`src/rtl/bcd_pkg.sv`:
```
// Shared BCD types and constants for the binary-to-BCD converter and its
// downstream BCD arithmetic.
package bcd_pkg;

    typedef logic [3:0] bcd_digit_t;

    localparam bcd_digit_t BCD_ADJ_THRESH = 4'd5;
    localparam bcd_digit_t BCD_ADJ_ADD    = 4'd3;

    typedef enum logic [1:0] {
        IDLE  = 2'd0,
        SHIFT = 2'd1,
        DONE  = 2'd2
    } bin2bcd_state_t;

endpackage

```
`src/rtl/bcd_digit_adj.sv`:
```
// Double-dabble digit correction: a digit of 5..9 gets +3 so that the
// following left shift carries into the next decade.
module bcd_digit_adj
    import bcd_pkg::*;
(
    input  bcd_digit_t digit,
    output bcd_digit_t adj
);

    // Work digits stay in 0..9, so the corrected value is at most 12 and
    // the 4-bit sum never wraps.
    assign adj = (digit >= BCD_ADJ_THRESH) ? bcd_digit_t'(digit + BCD_ADJ_ADD) : digit;

endmodule

```
`src/rtl/bin2bcd_seq.sv`:
```
// Sequential shift-and-add-3 binary-to-BCD converter, one input bit per clock,
// with a start/busy/done handshake and a sticky overflow flag.
module bin2bcd_seq
    import bcd_pkg::*;
#(
    parameter int W = 8,
    parameter int D = 3
) (
    input  logic             clk,
    input  logic             reset,
    input  logic             start,
    input  logic [W-1:0]     bin,
    output logic             busy,
    output logic             done,
    output logic [4*D-1:0]   bcd,
    output logic             overflow
);

    localparam int            CW        = $clog2(W + 1);
    localparam logic [CW-1:0] LAST_ITER = CW'(W - 1);

    bin2bcd_state_t state_q;
    logic [W-1:0]   shift_q;
    logic [4*D-1:0] digits_q;
    logic [CW-1:0]  cnt_q;
    logic           sticky_q;

    logic [4*D-1:0] digits_adj;
    logic [4*D-1:0] digits_next;
    logic [W-1:0]   shift_next;
    logic           carry_out;

    for (genvar i = 0; i < D; i++) begin : g_adj
        bcd_digit_adj u_adj (
            .digit (digits_q[4*i +: 4]),
            .adj   (digits_adj[4*i +: 4])
        );
    end

    // The bit leaving the top digit is the part of the value that does not
    // fit in D digits; losing it leaves the value mod 10^D in the digits.
    assign {carry_out, digits_next, shift_next} = {digits_adj, shift_q, 1'b0};

    assign busy = (state_q != IDLE);
    assign done = (state_q == DONE);

    always_ff @(posedge clk) begin
        // NOTE: non-blocking assignments keep every register reading the
        // pre-edge values, so the order of statements below does not matter.
        if (reset) begin
            state_q  <= IDLE;
            shift_q  <= '0;
            digits_q <= '0;
            cnt_q    <= '0;
            sticky_q <= 1'b0;
            bcd      <= '0;
            overflow <= 1'b0;
        end else begin
            case (state_q)
                IDLE: begin
                    if (start) begin
                        shift_q  <= bin;
                        digits_q <= '0;
                        cnt_q    <= '0;
                        sticky_q <= 1'b0;
                        state_q  <= SHIFT;
                    end
                end
                SHIFT: begin
                    digits_q <= digits_next;
                    shift_q  <= shift_next;
                    cnt_q    <= cnt_q + 1'b1;
                    sticky_q <= sticky_q | carry_out;
                    // Publish the post-iteration digits directly so the
                    // result lands on the same edge as the last shift.
                    if (cnt_q == LAST_ITER) begin
                        bcd      <= digits_next;
                        overflow <= sticky_q | carry_out;
                        state_q  <= DONE;
                    end
                end
                DONE: begin
                    state_q <= IDLE;
                end
                default: begin
                    state_q <= IDLE;
                end
            endcase
        end
    end

endmodule

```
`config.mk`:
```
export PLATFORM = sky130hd
export DESIGN_NAME = bin2bcd_seq
export DESIGN_NICKNAME = d
export VERILOG_FILES = /design/src/rtl/bcd_pkg.sv /design/src/rtl/bcd_digit_adj.sv /design/src/rtl/bin2bcd_seq.sv
export SDC_FILE = /design/constraint.sdc
export NUM_CORES = 1
export LEC_CHECK = 0
export ABC_AREA = 1
export CAP_MARGIN = 10
export CORE_ASPECT_RATIO = 1.5
export CORE_MARGIN = 3
export CORE_UTILIZATION = 40
export CTS_CLUSTER_SIZE = 10
export DETAILED_ROUTE_END_ITERATION = 16
export DONT_BUFFER_PORTS = 1
export GPL_TIMING_DRIVEN = 0
export PLACE_DENSITY_LB_ADDON = 0.12
export SYNTH_ARGS = -nofsm -noshare
export SYNTH_HDL_FRONTEND = slang
export SYNTH_HIERARCHICAL = 1
export SYNTH_SLANG_ARGS = --single-unit
```
`constraint.sdc`:
```
create_clock -name clk -period 2.3 [get_ports clk]
set_input_delay 0.345 -clock clk [delete_from_list [all_inputs] [get_ports clk]]
set_output_delay 0.345 -clock clk [all_outputs]
set_load 0.03 [all_outputs]
```
Word-level counts from Yosys, hierarchy flattened
Cells that the tools add are included.
Storage, ports and cells
  flip-flop bits (word level): 40
  input port bits: 11
  word-level logic and storage cells: 40
Operators by class
  add/subtract/negate cells: 4
  magnitude comparators: 3
  equal/unequal tests: 5
  mux-type cells: 14
  bitwise logic cells: 1
  reductions and logical operators: 6
Operators by type and width (number)
  $pmux W12 S2: 1
  $mux W4: 4
  $pmux W8 S2: 1
  $add A4 B2 Y4 const B: 3
  $ge A4 B3 Y1 const B: 3
  $mux W12: 1
  $mux W8: 1
  $pmux W4 S2: 1
  $reduce_and A2 Y1: 3
  $add A4 B1 Y4 const B: 1
  $eq A4 B3 Y1 const B: 1
  $mux W2: 2
  $ne A2 B2 Y1 const B: 2
  $pmux W2 S2: 1
  $reduce_bool A2 Y1: 2
  $eq A2 B1 Y1 const B: 1
  $eq A2 B2 Y1 const B: 1
  $logic_not A2 Y1: 1
  $pmux W1 S2: 1
  $mux W1: 1
  $or A1 B1 Y1: 1

Longest topological paths before layout
  depth after elaboration: 4
  depth in mapped cells: 11
  depth with buffers taken out: 11

By module
The synthesis kept the hierarchy.
By module, submodules not included
  bin2bcd_seq: times used 1, cells an instance 229, area each 1626.6 sq um, seq. area each 800.8 sq um
  bcd_digit_adj: times used 3, cells an instance 23, area each 135.1 sq um, seq. area each 0.0 sq um

Least setup slack after synthesis
No wires, ideal clock.
  kind: reg2reg
  start point: register digits_q[0]
  end point: register bcd[2]
  arrival: 1181 ps
  path slack: 1007 ps
  cell stages (with the launch flop): 11
  buffers on the path: 0
  period minus slack after synthesis: 1293 ps
  cells stage by stage: dfxtp_1 inv_1 ha_1 nor2_4 nor2_4 nand2_1 o21ai_2 inv_1 nand3_1 nand2_1 nor2_1
On the way
  longest elaborated chain between the ends: 2
  elaborated cells between the ends (all ways): 3
  those cells by class: 1 x add/sub; 1 x order compare; 1 x mux
RTL lines
  start: declaration: RTL line bin2bcd_seq.sv:24  | logic [4*D-1:0] digits_q;
  start signal: assignment: RTL line bin2bcd_seq.sv:70  | digits_q <= digits_next;
  $add A4 B2 Y4 or $ge A4 B3 Y1 (tied branches): RTL line bcd_digit_adj.sv:12  | assign adj = (digit >= BCD_ADJ_THRESH) ? bcd_digit_t'(digit + BCD_ADJ_ADD) : digit;
  $mux W4 (*): RTL line bcd_digit_adj.sv:12
  named net digits_adj[1]: RTL line bin2bcd_seq.sv:28  | logic [4*D-1:0] digits_adj;
  end signal: assignment: RTL line bin2bcd_seq.sv:77  | bcd <= digits_next;
  end: declaration: RTL line bin2bcd_seq.sv:15  | output logic [4*D-1:0] bcd,
Mark *: on every way through the listed nets, which the timed path passes. The rest lies on a longest branch.
A chain may end at the register's enable or synchronous reset.

Worst setup path after layout
  start point: register state_q[1]
  end point: output port done
On the way
  longest elaborated chain between the ends: 1
RTL lines
  start: declaration: RTL line bin2bcd_seq.sv:22  | bin2bcd_state_t state_q;
  start signal: assignment: RTL line bin2bcd_seq.sv:51  | state_q <= IDLE;
  start signal: assignment: RTL line bin2bcd_seq.sv:66  | state_q <= SHIFT;
  start signal: assignment: RTL line bin2bcd_seq.sv:79  | state_q <= DONE;
  $eq A2 B2 Y1: RTL line bin2bcd_seq.sv:45  | assign done = (state_q == DONE);
  end: declaration: RTL line bin2bcd_seq.sv:14  | output logic done,
Every way passes these cells.

==> metrics <==
status=finished, final reports clean; number of endpoints with negative hold slack in the final report=0; worst rel slew slack=a little under two thirds; Ys Warns=6; beginning of the critical path=state_q[1]; final routed wire length divided by cell count=11.8 um; net total in the final layout=about 320; critical path data required time=~2 ns; routability cong.=between 0.8 and 0.9; Switch Pwr=353 uW; Remaining Overflow, GRT=0; worst reg2reg path startpoint=digits_q[0]; Tightest Pin Transition=0.539 ns; DR DRC count=0; I/O pin count=26; clock-pin transition on the worst setup and hold timing paths=0.08 ns; buffers added on ports=0; CTS tree=done; sequential fraction of design power=between 50% and 60%; routed via count=1753; number of CTS-inserted buffers=5; type of the tightest min-delay check=primary input to flip-flop; Max Clock Skew=approximately 0.0023 ns; Highest Clock Rate=0.644 GHz; crit path max fanout=4; half-perimeter wire length after placement=3260 um; post-layout util=45.1%; critical path data arrival time=1.21 ns; CTS H-tree lvls=2; post-cts sizing count=0; Detailed Routing Iterations Pass 1=4; share of post-route cells with drive strength above 1=around 13%; maximum vdd ir drop=0.414 mV; number of violations of the max-capacitance limit=0; kind of critical path=flip-flop to output pin; power per cell area=between 500 and 600 nW/um^2; Sw Ratio=26.9%; number of buffers inserted by post-CTS setup repair=0; core area=4890 sq um; initial antenna violation count=0; Iter 0 DRT Violations=58; final critical-path required period=1.55 ns; buffer levels on the longest clock path=2; number of routed nets with antenna violations=0; crit path launch type=flip-flop; overall die area=5990 sq um; first-pass GRT wire length=~7600 um; combined area of all synthesized cells=about 2000 sq um; setup repair after global routing missed its margin=no; final setup violation count=0; leakage power summed over all cells=0.932 nW; Comb power frac=9.7%; wire length reported by the detailed router=between 4000 and 5000 um; Synthesized Nets=316; worst hold margin=0.226 ns; pin count of the biggest net entering global routing=14; sequential-to-total area share from yosys stat=39.4%; x dimension of the die=about 64 um; cell at the root of the clock tree=clkbuf_8; Worst setup EP type=output pin; average size of a mapped cell=6.82 sq um; fraction of power consumed by the clock network=35.2%; final critical-path share of the clock period=67.5%; final sum of negative setup slack=0 ns; vias in the first global route=1705; Cells after Synth=just under 300; origin of the worst min-delay path=start; via density per instance=4.71; number of buffers inserted by hold repair at cts=0; Power Internal=960 uW; number of synthesized register bits=40; number of library cell types mapped by synthesis=22; Antenna Diode Count=0; clock latency reported for the late side of the worst-skew pair=0.29 ns; DIE HEIGHT=93.3 um; Initial Utilization=41.6%; total track usage=16.3%; number of rows in the core area=31; fin. max-slew vios=0; area grow syn2layout=8.37%; CTS sink cnt=40
[cell usage after synthesis (all sizes together)]
master | number | share of area (%)
a21oi | 12 | 3.5
buf | 7 | 2.2
clkbuf | 2 | 0.37
dfxtp | 40 | 39
ha | 7 | 4.3
inv | 32 | 5.9
nand2 | 83 | 16
nand3 | 22 | 5.4
nand3b | 1 | 0.37
nor2 | 64 | 15
o21ai | 27 | 7.2
o22ai | 1 | 0.31
[area by class of cell]
class / count / area [sq um]
multi-input combinational: 217 / 1060
inverter: 32 / 120
clock inverter: 3 / 18.8
fill: 554 / 2690
buffer: 9 / 52.6
sequential: 40 / 801
tap: 66 / 82.6
clock buffer: 5 / 68.8
[cells by family after synthesis]
kind of cell               after synthesis  share of synthesized area, %
AOI/OAI and AO/OA                       40                          11.0
adders and majority gates                7                          4.31
buffers and inverters                   41                          8.50
DFF                                     40                          39.4
and+or+nand+nor                        170                          36.8
[layer usage]
metal  up-vias  GRT usage (%)  wire [um]
met1       786           18.3       1900
met5         -              0          0
met3         7           4.33        139
met4         0           6.00        111
met2        18           29.2       2240
li1        942              -          -
[sequential cells by signal, indices dropped and copies added, names as in the netlist]
signal and flops:
sticky_q 1, shift_q 8, cnt_q 4, digits_q 12
bcd 12, state_q 2, overflow 1
[power groups by stage]
stage	logic [mW]	clock network (mW)	registers, mW
floorplan	0.0978	0	0.737
global placement	0.131	0	0.739
finish	0.127	0.462	0.723
global route	0.148	0.502	0.726
detailed placement	0.130	0	0.740
CTS	0.131	0.477	0.723
[path summary, 6_finish.rpt]
path,slack (ns),endpoint,depth (start not counted)
setup / recovery,0.75,done,2
hold reg to reg,0.47,shift_q[0],2
hold / removal,0.23,shift_q[0],2
setup reg to reg,0.84,bcd[1],10
[per-stage QoR]
stage | worst slack, ns | area (sq um) | instances | power, mW
2_1_floorplan | 1.01 | 2030 | 298 | 0.835
3_3_place_gp | 0.840 | 2110 | 364 | 0.870
3_5_place_dp | 0.829 | 2110 | 364 | 0.870
4_1_cts | 0.733 | 2200 | 372 | 1.33
5_1_grt | 0.670 | 2200 | 372 | 1.38
6_report | 0.747 | 2200 | 372 | 1.31
[worst max-delay path, cell delays in order (launching register included)]
cell and delay, ns:
dfxtp_1 0.42, inv_2 0.07, nor2_1 0.43
[layout by cell type (no fill, tap or decap), drive strengths merged]
cell type and instances:
nor2 64, a21oi 12, clkbuf 7, o22ai 1, clkinv 3, nand3b 1
nand3 22, ha 7, nand2 83, dfxtp 40, inv 32, o21ai 27
buf 7
Power figures use the tool's default switching activity.
